`src/rtl/dino_pkg.sv`:
```
// Shared definitions for the dino runner: screen geometry, position width,
// game-state encoding and the modular scroll helper.
package dino_pkg;

  localparam int unsigned SCREEN_W = 320;
  localparam int unsigned SCREEN_H = 240;
  localparam int unsigned POS_W    = 9;
  localparam int unsigned SPEED_W  = 3;
  localparam int unsigned VEL_W    = 6;

  typedef logic [POS_W-1:0]          pos_t;
  typedef logic [SPEED_W-1:0]        speed_t;
  typedef logic signed [VEL_W-1:0]   vel_t;

  typedef enum logic [1:0] {
    ST_IDLE = 2'd0,
    ST_RUN  = 2'd1,
    ST_AIR  = 2'd2,
    ST_DEAD = 2'd3
  } state_e;

  // Move the background left by spd pixels, wrapping into 0..width-1.
  // Both branches stay inside the 9-bit range because spd is at most 7.
  function automatic pos_t scroll_wrap(input pos_t x, input speed_t spd, input pos_t width);
    pos_t res;
    if (x >= pos_t'(spd)) begin
      res = x - pos_t'(spd);
    end else begin
      res = x + width - pos_t'(spd);
    end
    return res;
  endfunction

endpackage

```
`src/rtl/dino_motion_ctrl_if.sv`:
```
// Control inputs and position outputs of the motion controller.
// master: game/frame logic that drives ticks and buttons and consumes positions.
// slave:  the motion controller itself.
interface dino_motion_ctrl_if;
  import dino_pkg::*;

  logic   frame_tick;
  logic   jump;
  logic   collide;
  pos_t   dino_x;
  pos_t   dino_y;
  pos_t   bg_x;
  state_e state;
  speed_t speed;

  modport master (
    output frame_tick, jump, collide,
    input  dino_x, dino_y, bg_x, state, speed
  );

  modport slave (
    input  frame_tick, jump, collide,
    output dino_x, dino_y, bg_x, state, speed
  );

endinterface

```
`src/rtl/bg_scroll_ctr.sv`:
```
// Background scroll offset with a frame-count driven speed ramp.
// restart has priority over step; step advances one frame of scrolling.
module bg_scroll_ctr
  import dino_pkg::*;
#(
  parameter int BASE_SPEED     = 2,
  parameter int MAX_SPEED      = 6,
  parameter int SPEEDUP_FRAMES = 600
) (
  input  logic   clk,
  input  logic   rst,
  input  logic   step,
  input  logic   restart,
  output pos_t   bg_x,
  output speed_t speed
);

  localparam int CNT_W = (SPEEDUP_FRAMES > 1) ? $clog2(SPEEDUP_FRAMES) : 1;

  pos_t             bg_x_q, bg_x_d;
  speed_t           speed_q, speed_d;
  logic [CNT_W-1:0] frame_cnt_q, frame_cnt_d;

  // Next scroll offset, speed and frame count for this cycle.
  always_comb begin
    bg_x_d      = bg_x_q;
    speed_d     = speed_q;
    frame_cnt_d = frame_cnt_q;
    if (restart) begin
      bg_x_d      = '0;
      speed_d     = speed_t'(BASE_SPEED);
      frame_cnt_d = '0;
    end else if (step) begin
      // The scroll uses the speed in force before any ramp on this frame.
      bg_x_d = scroll_wrap(bg_x_q, speed_q, pos_t'(SCREEN_W));
      if (frame_cnt_q == CNT_W'(SPEEDUP_FRAMES - 1)) begin
        frame_cnt_d = '0;
        if (speed_q < speed_t'(MAX_SPEED)) begin
          speed_d = speed_q + speed_t'(1);
        end
      end else begin
        frame_cnt_d = frame_cnt_q + CNT_W'(1);
      end
    end
  end

  // Scroll state registers with synchronous active-low reset.
  always_ff @(posedge clk) begin
    if (!rst) begin
      bg_x_q      <= '0;
      speed_q     <= speed_t'(BASE_SPEED);
      frame_cnt_q <= '0;
    end else begin
      bg_x_q      <= bg_x_d;
      speed_q     <= speed_d;
      frame_cnt_q <= frame_cnt_d;
    end
  end

  assign bg_x  = bg_x_q;
  assign speed = speed_q;

endmodule

```
`src/rtl/dino_motion_ctrl.sv`:
```
// Per-frame dino motion controller: game-state machine, jump request latch
// and vertical jump physics. Background scrolling lives in bg_scroll_ctr.
module dino_motion_ctrl
  import dino_pkg::*;
#(
  parameter int GROUND_Y       = 180,
  parameter int DINO_X         = 40,
  parameter int JUMP_V         = 9,
  parameter int GRAVITY        = 1,
  parameter int BASE_SPEED     = 2,
  parameter int MAX_SPEED      = 6,
  parameter int SPEEDUP_FRAMES = 600
) (
  input  logic                clk,
  input  logic                rst,
  dino_motion_ctrl_if.slave   bus
);

  localparam vel_t              VEL_JUMP   = vel_t'(-JUMP_V);
  localparam vel_t              VEL_GRAV   = vel_t'(GRAVITY);
  localparam logic signed [9:0] Y_GROUND_S = 10'(GROUND_Y);

  state_e state_q, state_d;
  vel_t   vel_q, vel_d;
  pos_t   dino_y_q, dino_y_d;
  logic   jump_q, jump_d;
  logic   jump_pend_q, jump_pend_d;

  logic              jump_rise;
  logic              scroll_step;
  logic              scroll_restart;
  logic signed [9:0] y_next;
  pos_t              bg_x_w;
  speed_t            speed_w;

  assign jump_rise = bus.jump & ~jump_q;

  // Jump request latch: an edge always sets it, even on a tick cycle, so an
  // edge coinciding with a tick is serviced on the following frame.
  always_comb begin
    jump_d      = bus.jump;
    jump_pend_d = jump_pend_q;
    if (jump_rise) begin
      jump_pend_d = 1'b1;
    end else if (bus.frame_tick) begin
      jump_pend_d = 1'b0;
    end
  end

  // Game-state next-state and physics; a collision pre-empts the frame update.
  always_comb begin
    state_d        = state_q;
    vel_d          = vel_q;
    dino_y_d       = dino_y_q;
    scroll_step    = 1'b0;
    scroll_restart = 1'b0;
    y_next         = $signed({1'b0, dino_y_q}) + $signed({{4{vel_q[VEL_W-1]}}, vel_q});

    if (bus.collide && (state_q == ST_RUN || state_q == ST_AIR)) begin
      state_d = ST_DEAD;
    end else if (bus.frame_tick) begin
      case (state_q)
        ST_IDLE: begin
          if (jump_pend_q) begin
            state_d = ST_RUN;
          end
        end
        ST_RUN: begin
          scroll_step = 1'b1;
          if (jump_pend_q) begin
            state_d = ST_AIR;
            vel_d   = VEL_JUMP;
          end
        end
        ST_AIR: begin
          scroll_step = 1'b1;
          vel_d       = vel_q + VEL_GRAV;
          // Only a descending dino can land; the ascent starts at ground level.
          if (vel_q > 6'sd0 && y_next >= Y_GROUND_S) begin
            dino_y_d = pos_t'(GROUND_Y);
            vel_d    = '0;
            state_d  = ST_RUN;
          end else if (y_next < 10'sd0) begin
            dino_y_d = '0;
          end else begin
            dino_y_d = y_next[POS_W-1:0];
          end
        end
        ST_DEAD: begin
          if (jump_pend_q) begin
            state_d        = ST_RUN;
            dino_y_d       = pos_t'(GROUND_Y);
            vel_d          = '0;
            scroll_restart = 1'b1;
          end
        end
        default: begin
          state_d = ST_IDLE;
        end
      endcase
    end
  end

  // State, physics and jump-latch registers with synchronous active-low reset.
  always_ff @(posedge clk) begin
    if (!rst) begin
      state_q     <= ST_IDLE;
      vel_q       <= '0;
      dino_y_q    <= pos_t'(GROUND_Y);
      jump_q      <= 1'b0;
      jump_pend_q <= 1'b0;
    end else begin
      state_q     <= state_d;
      vel_q       <= vel_d;
      dino_y_q    <= dino_y_d;
      jump_q      <= jump_d;
      jump_pend_q <= jump_pend_d;
    end
  end

  bg_scroll_ctr #(
    .BASE_SPEED     (BASE_SPEED),
    .MAX_SPEED      (MAX_SPEED),
    .SPEEDUP_FRAMES (SPEEDUP_FRAMES)
  ) u_scroll (
    .clk     (clk),
    .rst     (rst),
    .step    (scroll_step),
    .restart (scroll_restart),
    .bg_x    (bg_x_w),
    .speed   (speed_w)
  );

  assign bus.dino_x = pos_t'(DINO_X);
  assign bus.dino_y = dino_y_q;
  assign bus.bg_x   = bg_x_w;
  assign bus.state  = state_q;
  assign bus.speed  = speed_w;

endmodule
```
`src/flat_wrapper.sv`:
```
// flat-port wrapper written by rule: the top's interface ports become plain ports
module dino_motion_ctrl_flat import dino_pkg::*;
#(
  parameter int GROUND_Y       = 180,
  parameter int DINO_X         = 40,
  parameter int JUMP_V         = 9,
  parameter int GRAVITY        = 1,
  parameter int BASE_SPEED     = 2,
  parameter int MAX_SPEED      = 6,
  parameter int SPEEDUP_FRAMES = 600
)
  (clk, rst, bus_frame_tick, bus_jump, bus_collide, bus_dino_x, bus_dino_y, bus_bg_x, bus_state, bus_speed);
  dino_motion_ctrl_if bus_i ();
  input  logic clk;
  input  logic rst;
  input wire logic [$bits(bus_i.frame_tick)-1:0] bus_frame_tick;
  input wire logic [$bits(bus_i.jump)-1:0] bus_jump;
  input wire logic [$bits(bus_i.collide)-1:0] bus_collide;
  output wire logic [$bits(bus_i.dino_x)-1:0] bus_dino_x;
  output wire logic [$bits(bus_i.dino_y)-1:0] bus_dino_y;
  output wire logic [$bits(bus_i.bg_x)-1:0] bus_bg_x;
  output wire logic [$bits(bus_i.state)-1:0] bus_state;
  output wire logic [$bits(bus_i.speed)-1:0] bus_speed;
  assign bus_i.frame_tick = bus_frame_tick;
  assign bus_i.jump = bus_jump;
  assign bus_i.collide = bus_collide;
  assign bus_dino_x = bus_i.dino_x;
  assign bus_dino_y = bus_i.dino_y;
  assign bus_bg_x = bus_i.bg_x;
  assign bus_state = bus_i.state;
  assign bus_speed = bus_i.speed;
  dino_motion_ctrl #(.GROUND_Y(GROUND_Y), .DINO_X(DINO_X), .JUMP_V(JUMP_V), .GRAVITY(GRAVITY), .BASE_SPEED(BASE_SPEED), .MAX_SPEED(MAX_SPEED), .SPEEDUP_FRAMES(SPEEDUP_FRAMES)) u_core (.clk(clk), .rst(rst), .bus(bus_i));
endmodule
```
`config.mk`:
```
export PLATFORM = sky130hd
export DESIGN_NAME = dino_motion_ctrl_flat
export DESIGN_NICKNAME = d
export VERILOG_FILES = /design/src/rtl/dino_pkg.sv /design/src/rtl/dino_motion_ctrl_if.sv /design/src/rtl/bg_scroll_ctr.sv /design/src/rtl/dino_motion_ctrl.sv /design/src/flat_wrapper.sv
export SDC_FILE = /design/constraint.sdc
export NUM_CORES = 1
export LEC_CHECK = 0
export CAP_MARGIN = 20
export CORE_MARGIN = 1.5
export CORE_UTILIZATION = 61
export DETAILED_ROUTE_END_ITERATION = 8
export MAX_ROUTING_LAYER = met4
export PLACE_DENSITY = 0.86
export SYNTH_ARGS = -nofsm -noshare
export SYNTH_HDL_FRONTEND = slang
export SYNTH_HIERARCHICAL = 1
export SYNTH_SLANG_ARGS = --single-unit
export TNS_END_PERCENT = 50
```
`constraint.sdc`:
```
create_clock -name clk -period 4 [get_ports clk]
set_input_delay 0.6 -clock clk [delete_from_list [all_inputs] [get_ports clk]]
set_output_delay 0.6 -clock clk [all_outputs]
set_load 0.05 [all_outputs]
```
[Yosys cells after proc, flatten, opt, wreduce, memory -nomap -nowiden]
Cells that the tools add are included.
Cells by class
  add/sub/neg operators: 7
  $lt $le $gt $ge: 5
  equal/unequal tests: 9
  multiplexer cells: 25
  bitwise operators: 4
  reductions and logical operators: 15
Operator list (count)
  $mux 9: 4
  $mux 6: 3
  $pmux 6 s3: 1
  $pmux 9 s2: 1
  $sub 9x3->9: 2
  $add 10x1->10 const B: 1
  $add 10x6->10: 1
  $eq 10x10->1 const B: 1
  $ge 10x9->1 const B: 1
  $lt 10x1->1 const B: 1
  $mux 10: 1
  $mux 2: 5
  $add 9x9->9 const B: 1
  $ge 9x3->1: 1
  $mux 1: 9
  $reduce_and 4->1: 2
  $add 6x2->6 const B: 1
  $gt 6x1->1 const B: 1
  $pmux 2 s3: 1
  $reduce_bool 2->1: 3
  $reduce_or 2->1: 3
  $reduce_and 5->1: 1
  $eq 2x2->1 const B: 2
  $ne 2x1->1 const B: 2
  other kinds (13): 16
Storage, ports and cells
  bits in registers: 41
  input bits: 5
  output and inout port bits: 32
  word-level logic and storage cells: 73

[Longest topological paths before layout]
Gate-level depths: netlist of run 1.
  depth after elaboration: 7
  mapped depth: 11
  mapped depth without buffers: 10

[Cells and area by module]
Netlist of run 1, hierarchy kept.
By module, submodules not included
  dino_motion_ctrl: times used 1, cells each 197, area each 1615.3 um^2, sequential area each 380.4 um^2
  bg_scroll_ctr: times used 1, cells each 178, area each 1539.0 um^2, sequential area each 440.4 um^2

[Worst setup path after synthesis of run 1]
OpenSTA, ideal clock, no wires.
  path kind: reg-to-reg
  start: reg u_core.dino_y_q[0] (netlist: u_core/bus.dino_y[0])
  end: reg u_core.vel_q[3]
  arrival time: 2.735 ns
  required time: 3.921 ns
  path slack: 1.186 ns
  stages on the path, launching flop included: 12
  buffers on the path: 1
  period minus slack after synthesis: 2.814 ns
  path through: dfxtp_1 -> ha_1 -> inv_1 -> fa_1 -> nand2b_1 -> a21oi_1 -> o31ai_1 -> a32oi_2 -> o221ai_2 -> buf_6 -> or3_4 -> o221ai_2
On the way
  cells in the longest elaborated chain, start to end: 5
Ends and longest elaborated chain
  from (decl): RTL line dino_motion_ctrl.sv:25  | pos_t dino_y_q, dino_y_d;
  from (signal assigned): RTL line dino_motion_ctrl.sv:109  | dino_y_q <= pos_t'(GROUND_Y);
  from (signal assigned): RTL line dino_motion_ctrl.sv:115  | dino_y_q <= dino_y_d;
  $add 10x6->10: RTL line dino_motion_ctrl.sv:57  | y_next = $signed({1'b0, dino_y_q}) + $signed({{4{vel_q[VEL_W-1]}}, vel_q});
  $ge 10x9->1: RTL line dino_motion_ctrl.sv:79  | if (vel_q > 6'sd0 && y_next >= Y_GROUND_S) begin
  $logic_and 1x1->1: RTL line dino_motion_ctrl.sv:79
  $mux 6: RTL line dino_motion_ctrl.sv:79
  $pmux 6 s3: RTL line dino_motion_ctrl.sv:62  | case (state_q)
  to (signal assigned): RTL line dino_motion_ctrl.sv:114  | vel_q <= vel_d;
  to (decl): RTL line dino_motion_ctrl.sv:24  | vel_t vel_q, vel_d;
No other way between the ends.
A chain may end at the register's enable or synchronous reset.

[Worst setup path after layout of run 1]
  start: reg u_core.vel_q[0]
  end: reg u_core.dino_y_q[7] (netlist: u_core/bus.dino_y[7])
On the way
  cells in the longest elaborated chain, start to end: 5
  elaborated cells between the ends (all ways): 8
  those cells by class: add/sub: 1; order compare: 3; mux: 3; reduce/logical: 1
Ends and longest elaborated chain (RTL line)
  $add 10x6->10: dino_motion_ctrl.sv:57
  $lt 10x1->1 or $ge 10x9->1 (tied branches): dino_motion_ctrl.sv:83, dino_motion_ctrl.sv:79
  $mux 9 or $logic_and 1x1->1 (tied branches): dino_motion_ctrl.sv:83, dino_motion_ctrl.sv:79
  $mux 9 *: dino_motion_ctrl.sv:79
  $pmux 9 s2 *: dino_motion_ctrl.sv:62
Every way passes the cells marked *; elsewhere a longest branch is shown, timed or not.

==> results.json, run 1 <==
{
  "placed_area_um2": 3440,
  "dieHeight_um": 74.9,
  "start_util": 0.651,
  "cts_tree": "done",
  "slew_viol_final": 0,
  "ctsHoldBuffers": 0,
  "synth.avg_cell_area_um2": 8.41,
  "clock-skew-final_ps": 11.3,
  "area_growth_pct": 13.3,
  "drive_gt1_frac": 0.0800,
  "place_ws_ps": 1150,
  "cts_buffers": 5,
  "fp-row-count": 25,
  "grt_pass1_vias": 2682,
  "io_buffers": 27,
  "nNetsFinal": 439,
  "diodes": 0,
  "drt-total-wl_um": 7260,
  "cts.sinks": 41,
  "drc": 0,
  "rsz0062_at_grt": "false",
  "dpl.hpwl_um": 5330,
  "clk_latency_ps": 300,
  "synth-edff-count": 0,
  "maxCapViolations": 0,
  "die_area_um2": 5610,
  "cts_max_path_buffers": 2,
  "peakVddDrop_v": 0.000307,
  "ys_seq_area_frac": 0.260,
  "grt_overflow": 0,
  "grt_pass1_wl_um": 12300,
  "run_status": "completed",
  "netlist_instances": 375,
  "p_leak_nw": 1.47,
  "path_common_cell": "a21oi_1",
  "syn_area_um2": 3150,
  "relSlewSlack": 0.564,
  "synth_ff_type": "dfxtp_1",
  "dr.pass1.iters": 6,
  "cp.required_ps": 4160,
  "crit_path_cell_trace": "ha_1 -> inv_1 -> fa_1 -> nand2b_1 -> a21oi_1 -> o31ai_1 -> xor2_1 -> o22ai_1 -> nor4b_2 -> a21oi_1",
  "hold_path.class": "reg -> reg",
  "cp_max_fo": 6,
  "ios": 37,
  "yosys_register_bits": 41,
  "grt_max_degree": 23,
  "start_kind": "flip-flop",
  "finalCritPeriodShare": 0.722,
  "cts_resized": 0,
  "grtUsageTotal": 0.289,
  "fin_ws_ps": 1110,
  "final.min_clock_period_ps": 2890,
  "clkSlewWorstSetupHoldPaths_ps": 80,
  "max_freq_mhz": 346,
  "via_count": 2855,
  "first_iter_violations": 340,
  "crit_path_max_incr_delay_ps": 430,
  "cp_top_family": "compound AO/OA/AOI/OAI gates",
  "cts_root_buf": "clkbuf_8",
  "synth_warnings": 6,
  "end_kind": "flip-flop",
  "wire_per_inst_um": 15.5,
  "setup_viol": 0,
  "cts_max_level": 2,
  "cts_setup_buffers": 0,
  "worstMarginPinSlew_ps": 653,
  "die_w_um": 74.9,
  "fin_tns_setup_ps": 0,
  "core_area_um2": 4850,
  "gp_congestion": 0.893,
  "final_cells": 467,
  "via_per_inst": 6.11,
  "path_class": "reg -> reg",
  "fillCellCount": 374,
  "p_per_area_nw_per_um2": 633,
  "critical_path_buf_inv_count": 1,
  "design_area_um2": 3570,
  "async_reset_ff_frac": 0,
  "cp_slowest_cell": "dfxtp_1",
  "ys_types": 73,
  "hold_viol": 0,
  "place_inst": 459,
  "cp.arrival_ps": 3050,
  "drtAntennaViolNets": 0,
  "antenna_found_initial": 0
}
==> stage by stage <==
| stage | util | hold slack (ps) | total power [W] |
|---|---|---|---|
| floorplan | - | 471 | 0.00155 |
| global placement | 0.709 | 477 | 0.00179 |
| detailed placement | 0.709 | 486 | 0.00182 |
| CTS | 0.737 | 500 | 0.00224 |
| global route | 0.737 | 539 | 0.00241 |
| finish | 0.737 | 496 | 0.00226 |
==> metal layers <==
layer	track usage	routed length, um
met1	0.367	3320
met2	0.485	3440
met3	0.0361	398
met4	0.0768	96
met5	-	0
==> flip-flops by register name, summed over array words and instances (netlist names) <==
register / flops
u_core/bus.dino_y: 9
u_core/bus.state: 2
u_core/jump_pend_q: 1
u_core/jump_q: 1
u_core/u_scroll/bg_x: 9
u_core/u_scroll/frame_cnt_q: 10
u_core/u_scroll/speed: 3
u_core/vel_q: 6
==> cell usage after synthesis (all sizes together), types with 2 or more instances <==
cell type   n  area, um^2
dfxtp      41         821
inv        38         143
ha         31         388
nor2       28         105
a21oi      23         126
nand2      23        86.3
nand3      14        70.1
o21ai      14        70.1
xor2       14         123
and3       11        71.3
buf        10        78.8
clkbuf      9        33.8
and2        8        50.1
o31ai       8        60.1
a211oi      7        57.6
nand2b      6        37.5
nand4       6        37.5
xnor2       6        52.6
nor3        5        41.3
fa          4        80.1
o21bai      4        30.0
or3         4        35.0
a311oi      3        26.3
a31oi       3        18.8
mux2i       3        30.0
nand4b      3        26.3
nor4b       3        32.5
o22ai       3        18.8
a2111oi     2        25.0
a21o        2        16.3
conb        2        7.51
mux2        2        22.5
nor2b       2        15.0
nor4        2        12.5
o211a       2        20.0
o211ai      2        15.0
o21a        2        15.0
o221ai      2        30.0
o311ai      2        17.5
o31a        2        17.5
or3b        2        20.0
or4         2        18.8
==> layout make-up <==
class / instances / area [um^2] / share of cell area
multi-input combinational: 284 / 2100 / 0.589
clock buffer: 5 / 68.8 / 0.0193
clock inverter: 3 / 68.8 / 0.0193
sequential: 41 / 821 / 0.230
timing repair buffer: 29 / 285 / 0.0798
inverter: 38 / 143 / 0.0399
tap: 67 / 83.8 / 0.0235
==> worst paths after layout <==
path,from,end,depth (start not counted),slack (ps)
worst max-delay path,u_core/vel_q[0],u_core/bus.dino_y[7],10,1110
worst min-delay path,u_core/bus.dino_y[8],u_core/bus.dino_y[8],2,500
worst max register to register,u_core/vel_q[0],u_core/bus.dino_y[7],10,1110
worst min register to register,u_core/bus.dino_y[8],u_core/bus.dino_y[8],2,500
==> tightest hold or removal path, stage by stage (launching register included) <==
cell      delay [ps]
dfxtp_1          330
nand2_1           50
a21boi_0          70
==> cells in the final DEF (no fill, tap or decap), types with 3 or more instances in the layout <==
cell type | synthesis | final
o21ai_1 | 5 | 5
o22ai_1 | 3 | 3
xor2_1 | 14 | 14
nand2b_1 | 6 | 6
and3_1 | 9 | 9
mux2i_1 | 3 | 3
nor2_1 | 28 | 28
a31oi_1 | 3 | 3
o31ai_1 | 8 | 8
clkdlybuf4s50_1 | 0 | 27
o21ai_0 | 9 | 9
clkbuf_8 | 0 | 5
dfxtp_1 | 41 | 41
a311oi_1 | 3 | 3
nand4_1 | 6 | 6
inv_1 | 38 | 38
o21bai_1 | 4 | 4
nor3_1 | 3 | 3
nand4b_1 | 3 | 3
nand2_1 | 23 | 23
ha_1 | 31 | 31
fa_1 | 4 | 4
a211oi_1 | 6 | 6
and2_1 | 8 | 8
nand3_1 | 14 | 14
a21oi_1 | 22 | 22
conb_1 | 2 | 9
xnor2_1 | 6 | 6
==> kinds of logic after synthesis <==
logic type               after synthesis  synth area share
AND/OR/NAND/NOR                      122             0.217
AO/OA/AOI/OAI                         93             0.219
buffers and inverters                 57            0.0809
flip-flops                            41             0.260
adder cells (fa/ha/maj)               35             0.148
XOR/XNOR                              20            0.0555
multiplexers                           5            0.0167
other                                  2           0.00238
==> report_power, final <==
part           total, W  internal, W  switching [W]
Combinational   0.00131     0.000496       0.000814
Sequential     0.000543     0.000465      0.0000787
Clock          0.000409     0.000251       0.000158
Total           0.00226      0.00121        0.00105
No activity file was read; power rests on OpenSTA's default activity.
==> run 2: changes to the inputs <==
Settings changed: CORE_UTILIZATION 61 to 51, PLACE_DENSITY 0.86 to 0.77.
Clock period 4 ns to 2.32 ns, I/O delays scaled along.
==> run 2 against run 1 <==
The run now ends with setup timing left. Design area increased by 22%. Wire length increased by 19%. Non-clock buffer count increased by 58. Cell count increased by 14%. Maximum frequency increased by 13%. Register-to-register slack got worse by 1400 ps. Clock skew decreased by 1.7 ps. Sequential share of layout area decreased by 3.1 points. Sequential cell count unchanged. Combinational power increased by 150%. Global-route usage decreased by 2.4 points. Hold slack improved by 20 ps.
==> results.json, run 2 (same netlist as run 1, synthesis figures left out) <==
{
  "run_status": "complete, but fails checks",
  "violations": "setup timing",
  "die_area_um2": 6670,
  "drt-total-wl_um": 8600,
  "p_per_area_nw_per_um2": 1060,
  "power.share.combinational": 0.696,
  "regMostFlops": "u_core/u_scroll/frame_cnt_q",
  "clock-skew-final_ps": 9.63,
  "hold_viol": 0,
  "p_sw_frac": 0.479,
  "area_growth_pct": 37.9,
  "fin_util": 0.730,
  "gp_congestion": 0.904,
  "peakVddDrop_v": 0.000546,
  "io_buffers": 27,
  "grt_overflow": 0,
  "drtAntennaViolNets": 0,
  "clock_power_share": 0.107,
  "end_kind": "flip-flop",
  "grtUsageTotal": 0.264,
  "setup_viol": 17,
  "via_count": 3126,
  "worstMarginPinSlew_ps": 508,
  "crit_path_cell_trace": "ha_4 -> a21oi_4 -> buf_6 -> o211ai_1 -> buf_4 -> a311o_1 -> nand4_1 -> buf_4 -> o221ai_4 -> and3_4 -> o31a_1",
  "rsz0062_at_grt": "true",
  "cp.required_ps": 2520,
  "fin_ws_ps": -244,
  "drive_gt1_frac": 0.309,
  "start_util": 0.530,
  "nNetsFinal": 498,
  "diodes": 0,
  "seq_area_um2": 865,
  "antenna_found_initial": 0,
  "final_cells": 534,
  "p_sw_w": 0.00222,
  "power_w": 0.00463,
  "dr.pass1.iters": 5,
  "intPower_w": 0.00241,
  "cts_root_buf": "clkbuf_8",
  "path_class": "reg -> reg",
  "die_w_um": 81.6,
  "via_per_inst": 5.85,
  "cp_slowest_cell": "dfxtp_2",
  "clkSlewWorstSetupHoldPaths_ps": 90,
  "crit_path_max_incr_delay_ps": 350,
  "hold_path.class": "reg -> reg",
  "dpl.hpwl_um": 5950,
  "cts_max_path_buffers": 2,
  "final.min_clock_period_ps": 2560,
  "grt_pass1_vias": 2885,
  "maxCapViolations": 0,
  "path_common_cell": "buf_4",
  "drc": 0,
  "dieHeight_um": 81.6,
  "relSlewSlack": 0.661,
  "multiInputGateArea_um2": 2420,
  "grt_max_degree": 22,
  "clk_latency_ps": 310,
  "fin_tns_setup_ps": -2990,
  "cts.sinks": 41,
  "first_iter_violations": 232,
  "core_area_um2": 5960,
  "max_freq_mhz": 390,
  "cp_max_fo": 5,
  "p_leak_nw": 1.78,
  "slew_viol_final": 0,
  "cts_tree": "done",
  "place_inst": 515,
  "largest_reg_flops": 10,
  "start_kind": "flip-flop",
  "fp-row-count": 28,
  "p_seq_frac": 0.196,
  "cts_max_level": 2,
  "wire_per_inst_um": 16.1,
  "fillCellCount": 455,
  "place_ws_ps": -329,
  "cp.arrival_ps": 2770,
  "grt_pass1_wl_um": 13100,
  "cts_buffers": 5,
  "layout_commonest_cell": "buf_4",
  "ios": 37,
  "finalCritPeriodShare": 1.11,
  "final_cell_mix": "56 x buf_4, 37 x inv_1, 27 x clkdlybuf4s50_1, 27 x nor2_1, 27 x ha_1"
}
[run 2: changes by cell type in the layout (fill, tap and decap cells not counted), moves of 3 or more]
cell,before,now
a21oi_1,22,16
a21oi_2,0,3
a21oi_4,1,4
buf_4,2,56
buf_6,0,4
dfxtp_1,41,24
dfxtp_2,0,8
dfxtp_4,0,9
ha_1,31,27
ha_4,0,4
o31ai_1,8,1
o31ai_2,0,5
[run 2: final timing paths]
check	endpoint	depth (start not counted)	slack [ps]	from
setup / recovery	u_core/bus.state[1]	11	-240	u_core/vel_q[4]
hold / removal	u_core/u_scroll/bg_x[0]	2	520	u_core/u_scroll/bg_x[0]
setup reg to reg	u_core/bus.state[1]	11	-240	u_core/vel_q[4]
hold reg to reg	u_core/u_scroll/bg_x[0]	2	520	u_core/u_scroll/bg_x[0]
[run 2: stage by stage]
stage	hold slack, ps	cell area (um^2)
floorplan	470	3300
global route	565	4350
finish	516	4350
global placement	471	3930
CTS	512	4140
detailed placement	493	3930
[run 2: cell type report]
cell class              instances  share of cell area
clock buffers                   5              0.0158
clock inverters                 3             0.00547
inverters                      38              0.0328
multi-input cells             285               0.556
flip-flops and latches         41               0.199
well taps                      75              0.0216
repair buffers                 87               0.169
[run 2: critical path: cells and delay by family (launching register included)]
kind            cells  cell delay (ps)
flops               1              350
buf+inv             3              460
compound gates      5              990
simple gates        2              410
fa+ha+maj           1              270
[run 2: repair_timing]
action,in CTS,in global routing
pin swaps,7,17
gates cloned,1,0
setup buffers,3,7
gates resized for setup,14,32
endpoints found under the setup margin,17,30
hold buffers,0,0
[run 2: power groups by stage]
| stage | logic, W | clock network (W) | registers, W |
|---|---|---|---|
| after floorplan | 0.00159 | 0 | 0.00116 |
| after CTS | 0.00288 | 0.000513 | 0.000906 |
| final | 0.00322 | 0.000496 | 0.000908 |
| after global routing | 0.00344 | 0.000536 | 0.000922 |
| after global placement | 0.00256 | 0 | 0.000917 |
| after detailed placement | 0.00263 | 0 | 0.000921 |
[run 2: routing by layer]
layer | vias to the layer above | GRT usage | share of wire
li1 | 1491 | - | -
met1 | 1491 | 0.323 | 0.44
met2 | 125 | 0.439 | 0.48
met3 | 19 | 0.0478 | 0.059
met4 | 0 | 0.0898 | 0.022
met5 | - | - | 0
